## src/rtl/branch_trace_logger_if.sv

```systemverilog
// ---------------------------------------------------------------------------
// branch_trace_logger_if
// Bundles the resolve-side event inputs, the clear strobe, the valid/ready
// trace read port and the statistics outputs of branch_trace_logger.
//   master : the environment side (drives resolve events, clear, rd_ready)
//   slave  : the logger side (drives rd_valid/rd_data, level and statistics)
// Parameters mirror the logger: IDX_W index width, DEPTH FIFO entries,
// CNT_W statistics counter width.
// ---------------------------------------------------------------------------
interface branch_trace_logger_if #(
  parameter int IDX_W = 1,
  parameter int DEPTH = 8,
  parameter int CNT_W = 16
);
  localparam int LVL_W = $clog2(DEPTH) + 1;

  logic             resolve_valid;
  logic [IDX_W-1:0] resolve_index;
  logic             resolve_taken;
  logic             predicted_taken;
  logic             clear;
  logic             rd_valid;
  logic             rd_ready;
  logic [IDX_W+2:0] rd_data;
  logic [LVL_W-1:0] fifo_level;
  logic [CNT_W-1:0] branch_count;
  logic [CNT_W-1:0] mispredict_count;
  logic [CNT_W-1:0] drop_count;
  logic             overflow;

  modport master (
    output resolve_valid, resolve_index, resolve_taken, predicted_taken,
    output clear, rd_ready,
    input  rd_valid, rd_data, fifo_level,
    input  branch_count, mispredict_count, drop_count, overflow
  );

  modport slave (
    input  resolve_valid, resolve_index, resolve_taken, predicted_taken,
    input  clear, rd_ready,
    output rd_valid, rd_data, fifo_level,
    output branch_count, mispredict_count, drop_count, overflow
  );
endinterface

```

## src/rtl/branch_trace_logger.sv

```systemverilog
// ---------------------------------------------------------------------------
// branch_trace_logger
// Captures resolved branch events from the predictor datapath into a FIFO and
// streams them out over a valid/ready read port, while keeping saturating
// branch / mispredict / drop statistics and a sticky overflow flag.
//
// Ports:
//   clk  : rising-edge clock
//   rst  : asynchronous active-high reset (pointers, level, statistics)
//   bus  : branch_trace_logger_if.slave
//          resolve_valid/index/taken, predicted_taken : resolved event
//          clear      : synchronous clear of counters and overflow
//          rd_valid/rd_ready/rd_data : trace read port,
//                       rd_data = {mispredict, predicted, taken, index}
//          fifo_level : occupancy 0..DEPTH
//          branch_count, mispredict_count, drop_count, overflow : statistics
//
// Optional feature macro: BRANCH_TRACE_MISPREDICT_ONLY_EN
//   defined   -> only mispredicted events are logged and counted as branches
//   undefined -> every resolved event is logged
// ---------------------------------------------------------------------------
module branch_trace_logger #(
  parameter int IDX_W = 1,
  parameter int DEPTH = 8,
  parameter int CNT_W = 16
) (
  input logic               clk,
  input logic               rst,
  branch_trace_logger_if.slave bus
);
  localparam int AW = $clog2(DEPTH);
  localparam int EW = IDX_W + 3;

  function automatic logic [CNT_W-1:0] sat_inc(input logic [CNT_W-1:0] v,
                                               input logic en);
    if (en && (v != '1)) return v + CNT_W'(1);
    return v;
  endfunction

  // Storage is data only; validity comes from the pointers, so it is not reset.
  logic [EW-1:0]    r_mem [DEPTH];
  // Pointers carry one extra bit so full and empty are distinguishable.
  logic [AW:0]      r_wr_cnt;
  logic [AW:0]      r_rd_cnt;
  logic [CNT_W-1:0] r_branch_cnt;
  logic [CNT_W-1:0] r_mispred_cnt;
  logic [CNT_W-1:0] r_drop_cnt;
  logic             r_overflow;

  logic             w_mis;
  logic             w_elig;
  logic [AW:0]      w_level;
  logic             w_full;
  logic             w_rd_valid;
  logic             w_pop;
  logic             w_push;
  logic             w_drop;
  logic [EW-1:0]    w_entry;

  assign w_mis = bus.predicted_taken ^ bus.resolve_taken;

`ifdef BRANCH_TRACE_MISPREDICT_ONLY_EN
  assign w_elig = bus.resolve_valid & w_mis;
`else
  assign w_elig = bus.resolve_valid;
`endif

  assign w_level    = r_wr_cnt - r_rd_cnt;
  assign w_full     = (w_level == (AW+1)'(DEPTH));
  assign w_rd_valid = (w_level != '0);
  assign w_pop      = w_rd_valid & bus.rd_ready;
  // A pop in the same cycle frees the slot, so a full FIFO still accepts.
  assign w_push     = w_elig & (~w_full | w_pop);
  assign w_drop     = w_elig & w_full & ~w_pop;
  assign w_entry    = {w_mis, bus.predicted_taken, bus.resolve_taken,
                       bus.resolve_index};

  always_ff @(posedge clk) begin
    if (w_push) r_mem[r_wr_cnt[AW-1:0]] <= w_entry;
  end

  always_ff @(posedge clk or posedge rst) begin
    if (rst) begin
      r_wr_cnt      <= '0;
      r_rd_cnt      <= '0;
      r_branch_cnt  <= '0;
      r_mispred_cnt <= '0;
      r_drop_cnt    <= '0;
      r_overflow    <= 1'b0;
    end else begin
      if (w_push) r_wr_cnt <= r_wr_cnt + (AW+1)'(1);
      if (w_pop)  r_rd_cnt <= r_rd_cnt + (AW+1)'(1);
      // clear overrides any statistics update in the same cycle; the FIFO
      // push above is unaffected.
      if (bus.clear) begin
        r_branch_cnt  <= '0;
        r_mispred_cnt <= '0;
        r_drop_cnt    <= '0;
        r_overflow    <= 1'b0;
      end else begin
        r_branch_cnt  <= sat_inc(r_branch_cnt, w_elig);
        r_mispred_cnt <= sat_inc(r_mispred_cnt, bus.resolve_valid & w_mis);
        r_drop_cnt    <= sat_inc(r_drop_cnt, w_drop);
        if (w_drop) r_overflow <= 1'b1;
      end
    end
  end

  // Head entry is forced to zero when empty so reset shows rd_data = 0
  // immediately without resetting the storage array.
  assign bus.rd_valid         = w_rd_valid;
  assign bus.rd_data          = w_rd_valid ? r_mem[r_rd_cnt[AW-1:0]] : '0;
  assign bus.fifo_level       = w_level;
  assign bus.branch_count     = r_branch_cnt;
  assign bus.mispredict_count = r_mispred_cnt;
  assign bus.drop_count       = r_drop_cnt;
  assign bus.overflow         = r_overflow;
endmodule

```

## src/flat_wrapper.sv

```systemverilog
// flat-port wrapper written by rule: the top's interface ports become plain ports
module branch_trace_logger_flat 
#(
  parameter int IDX_W = 1,
  parameter int DEPTH = 8,
  parameter int CNT_W = 16
)
  (clk, rst, bus_resolve_valid, bus_resolve_index, bus_resolve_taken, bus_predicted_taken, bus_clear, bus_rd_ready, bus_rd_valid, bus_rd_data, bus_fifo_level, bus_branch_count, bus_mispredict_count, bus_drop_count, bus_overflow);
  branch_trace_logger_if #(.IDX_W(IDX_W), .DEPTH(DEPTH), .CNT_W(CNT_W)) bus_i ();
  input logic clk;
  input logic rst;
  input wire logic [$bits(bus_i.resolve_valid)-1:0] bus_resolve_valid;
  input wire logic [$bits(bus_i.resolve_index)-1:0] bus_resolve_index;
  input wire logic [$bits(bus_i.resolve_taken)-1:0] bus_resolve_taken;
  input wire logic [$bits(bus_i.predicted_taken)-1:0] bus_predicted_taken;
  input wire logic [$bits(bus_i.clear)-1:0] bus_clear;
  input wire logic [$bits(bus_i.rd_ready)-1:0] bus_rd_ready;
  output wire logic [$bits(bus_i.rd_valid)-1:0] bus_rd_valid;
  output wire logic [$bits(bus_i.rd_data)-1:0] bus_rd_data;
  output wire logic [$bits(bus_i.fifo_level)-1:0] bus_fifo_level;
  output wire logic [$bits(bus_i.branch_count)-1:0] bus_branch_count;
  output wire logic [$bits(bus_i.mispredict_count)-1:0] bus_mispredict_count;
  output wire logic [$bits(bus_i.drop_count)-1:0] bus_drop_count;
  output wire logic [$bits(bus_i.overflow)-1:0] bus_overflow;
  assign bus_i.resolve_valid = bus_resolve_valid;
  assign bus_i.resolve_index = bus_resolve_index;
  assign bus_i.resolve_taken = bus_resolve_taken;
  assign bus_i.predicted_taken = bus_predicted_taken;
  assign bus_i.clear = bus_clear;
  assign bus_i.rd_ready = bus_rd_ready;
  assign bus_rd_valid = bus_i.rd_valid;
  assign bus_rd_data = bus_i.rd_data;
  assign bus_fifo_level = bus_i.fifo_level;
  assign bus_branch_count = bus_i.branch_count;
  assign bus_mispredict_count = bus_i.mispredict_count;
  assign bus_drop_count = bus_i.drop_count;
  assign bus_overflow = bus_i.overflow;
  branch_trace_logger #(.IDX_W(IDX_W), .DEPTH(DEPTH), .CNT_W(CNT_W)) u_core (.clk(clk), .rst(rst), .bus(bus_i));
endmodule
```

## config.mk

```make
export PLATFORM = sky130hd
export DESIGN_NAME = branch_trace_logger_flat
export DESIGN_NICKNAME = d
export VERILOG_FILES = /design/src/rtl/branch_trace_logger_if.sv /design/src/rtl/branch_trace_logger.sv /design/src/flat_wrapper.sv
export SDC_FILE = /design/constraint.sdc
export NUM_CORES = 1
export LEC_CHECK = 0
export CORE_AREA = 2 2 126 79
export DETAILED_ROUTE_END_ITERATION = 8
export DIE_AREA = 0 0 128 81
export PLACE_DENSITY = 0.74
export SETUP_SLACK_MARGIN = 0.05
export SLEW_MARGIN = 40
export SYNTH_ARGS = -nofsm -noshare
export SYNTH_HDL_FRONTEND = slang
export SYNTH_SLANG_ARGS = --single-unit
```

## constraint.sdc

```tcl
create_clock -name clk -period 2.7 [get_ports clk]
set_input_delay 0.81 -clock clk [delete_from_list [all_inputs] [get_ports clk]]
set_output_delay 0.81 -clock clk [all_outputs]
set_load 0.03 [all_outputs]
```

==> results.json <==
{
  "synthesis.nets": 422,
  "crit_path_max_fanout": 4,
  "core_area_sq_mm": 0.00939,
  "maxCapViolCount": 0,
  "p_clk_frac": 0.199,
  "clockRootBuffer": "clkbuf_16",
  "insertion_delay_ns": 0.34,
  "critPathRequiredTime_ns": 1.89,
  "fp.dieH_um": 81,
  "grt_pass1_vias": 3496,
  "cts_hold_repair.buffers": 0,
  "hpwlAfterDp_um": 7560,
  "diodes": 0,
  "intPower_w": 0.00359,
  "clockBufferDepth": 2,
  "synth-edff-count": 32,
  "fin_setup_tns_ns": -1.40,
  "ys_seq_area_frac": 0.539,
  "postSynthAreaPerCell_sq_um": 10.9,
  "status": "finished, violations left",
  "vias": 3645,
  "antenna_left": 0,
  "synth_warnings": 0,
  "drc_errors": 0,
  "cts_made_buffers": 9,
  "start_util": 0.472,
  "p_leak_nw": 2.31,
  "combPwrFrac": 0.512,
  "tritoncts": "yes",
  "rows": 28,
  "synth_area_sq_mm": 0.00443,
  "hold_viol_final": 0,
  "worst_slack_ns": -0.231,
  "worstMarginPinSlew_ns": 0.645,
  "fillCellCount": 716,
  "fin_crit_sh": 1.09,
  "wl_per_cell_um": 17.5,
  "power.density_mw_per_mm2": 936,
  "antenna_found_initial": 0,
  "synth_seq_cells": 89,
  "htreeDepth": 3,
  "die_w_um": 128,
  "grt_overflow": 0,
  "reg2reg_from": "u_core.r_wr_cnt[0]",
  "final.min_clock_period_ns": 2.93,
  "first_iter_violations": 292,
  "grt_max_degree": 42,
  "nNetsFinal": 531,
  "skew_ns": 0.00778,
  "power.sequential.fraction": 0.289,
  "drive_gt1_frac": 0.266,
  "pre_cts_ws_ns": -0.207,
  "placement.io_buffers": 65,
  "syn_to_final_growth_pct": 38.0,
  "yosys.cell_types.count": 49,
  "fp.dieArea_sq_mm": 0.0104,
  "rsz0062_at_grt": "yes",
  "sw_frac_of_total": 0.372,
  "grt_pass1_wl_um": 17700,
  "seq_area_sq_mm": 0.00239,
  "routed_via_density": 5.70,
  "worstSetupStartpointType": "register",
  "cp-startpoint": "u_core.r_wr_cnt[0]",
  "max_clock_freq_mhz": 341,
  "ioPinCount": 66,
  "setup_violations": 13,
  "hp-start": "u_core.r_rd_cnt[3]",
  "crit_type": "reg -> out",
  "multiInputGateArea_sq_mm": 0.00217,
  "numPlacedInstances": 612,
  "vdd_drop_max_v": 0.000610,
  "worst_setup_path_end_kind": "output port",
  "finalWirelength_um": 11200,
  "worstHoldPathType": "reg -> reg",
  "grt.total_usage": 0.224,
  "dr.pass1.iters": 4,
  "crit_arrival_ns": 2.12,
  "p_switching_w": 0.00213,
  "cts_sinks": 89,
  "place.gp.congestion": 0.784,
  "synth-async-reset-ratio": 0.640,
  "violations": "negative setup slack",
  "clk_pin_slew_worst_paths_ns": 0.06,
  "synth-main-ff-cell": "dfrtp_1",
  "instances_no_fill": 639,
  "relSlewSlack": 0.567,
  "netlist_instances": 405,
  "slew_violations": 0
}
-- per-stage QoR --
stage	hold WS, ns	util	total power (W)	instance area (sq um)
after global routing	0.512	0.652	0.00600	6120
after detailed placement	0.483	0.590	0.00419	5540
after global placement	0.483	0.590	0.00413	5540
final	0.489	0.652	0.00573	6120
after CTS	0.496	0.629	0.00556	5900
after floorplan	0.464	-	0.00321	4530
-- worst max-delay path: stages (launching register included) --
cell      delay, ns
dfrtp_2        0.42
inv_4          0.07
ha_4           0.12
inv_2          0.03
fa_2           0.53
nand2b_4       0.14
nor3_4         0.05
buf_6          0.13
a21oi_2        0.14
buf_6          0.15
-- synthesized netlist by cell type (2+ instances only) --
cell,count,share of area
a21o_1,3,0.0051
inv_1,16,0.014
dfrtp_1,57,0.32
o31ai_1,6,0.010
or4_1,7,0.012
a31oi_1,2,0.0028
buf_1,2,0.0017
and4_1,5,0.0099
and3_1,9,0.013
xor2_1,11,0.022
or3_1,5,0.0071
a211oi_1,6,0.010
nor4_1,8,0.011
mux2_2,3,0.0076
nor3_1,12,0.014
ha_1,8,0.023
nand3_1,24,0.027
edfxtp_1,32,0.22
mux4_2,8,0.041
a21oi_1,26,0.029
buf_2,5,0.0056
xnor2_1,20,0.040
nand2_1,27,0.023
nand4_1,16,0.023
o2111ai_1,2,0.0040
nor2_1,41,0.035
nor3_4,2,0.0073
mux2i_1,2,0.0045
clkbuf_1,9,0.0076
and2_1,2,0.0028
o21ai_0,8,0.0090
o41ai_1,2,0.0040
nand4b_1,3,0.0059
-- power groups by stage --
stage | Combinational, W | Clock [W] | Sequential [W]
after global routing | 0.00311 | 0.00122 | 0.00167
final | 0.00293 | 0.00114 | 0.00166
after CTS | 0.00274 | 0.00117 | 0.00165
after global placement | 0.00247 | 0 | 0.00166
after detailed placement | 0.00252 | 0 | 0.00167
after floorplan | 0.00152 | 0 | 0.00170
-- path summary, 6_finish.rpt --
kind | endpoint | slack, ns | depth (start not counted)
worst max-delay path | bus_rd_data[3] | -0.23 | 9
worst min-delay path | u_core.r_rd_cnt[3] | 0.49 | 1
worst max register to register | u_core.bus.drop_count[3] | -0.09 | 12
worst min register to register | u_core.r_rd_cnt[3] | 0.49 | 1
max in group asynchronous | u_core.bus.mispredict_count[4] | 1.30 | 3
min in group asynchronous | u_core.bus.drop_count[12] | 0.84 | 2
-- cells in the final DEF (no fill, tap or decap), types with 12 or more instances in the layout --
cell type / synthesis / final
buf_6: 0 / 13
edfxtp_1: 32 / 32
nor2_1: 41 / 41
a21oi_1: 26 / 14
dfrtp_1: 57 / 56
buf_4: 0 / 42
nand4_1: 16 / 16
nand3_1: 24 / 23
inv_1: 16 / 12
xnor2_1: 20 / 20
nand2_1: 27 / 26
clkdlybuf4s50_1: 0 / 56
-- flip-flops by register name, summed over array words and instances, names as in the netlist --
signal and count:
u_core.bus.mispredict_count 16, u_core.r_wr_cnt 4, u_core.bus.overflow 1, u_core.bus.branch_count 16, u_core.r_mem 32, u_core.r_rd_cnt 4, u_core.bus.drop_count 16
-- cell type report --
| cell class | instances | area share |
|---|---|---|
| clock buffers | 10 | 0.0374 |
| clock inverters | 6 | 0.00695 |
| inverters | 17 | 0.0108 |
| multi-input cells | 283 | 0.355 |
| flip-flops and latches | 89 | 0.390 |
| well taps | 120 | 0.0245 |
| repair buffers | 114 | 0.174 |
-- per-layer routing --
| metal | vias to the layer above | GRT usage | part of all wire |
|---|---|---|---|
| met5 | - | 0 | 0 |
| met4 | 0 | 0.0582 | 0.011 |
| met3 | 11 | 0.0560 | 0.060 |
| met2 | 120 | 0.337 | 0.46 |
| met1 | 1793 | 0.327 | 0.47 |
| li1 | 1721 | - | - |
-- what timing repair did --
action,in CTS,in global routing
endpoints found under the setup margin,13,41
pin swaps,10,20
setup buffers,6,5
resized for setup,16,46
cloned,2,0
-- logic make-up after synthesis --
family	synth area share
xor gates and xnor gates	0.0649
AOI/OAI and AO/OA	0.0844
muxes	0.0528
DFF	0.539
and+or+nand+nor	0.203
adders and majority gates	0.0271
buffers and inverters	0.0294
Power figures use the tool's default switching activity.
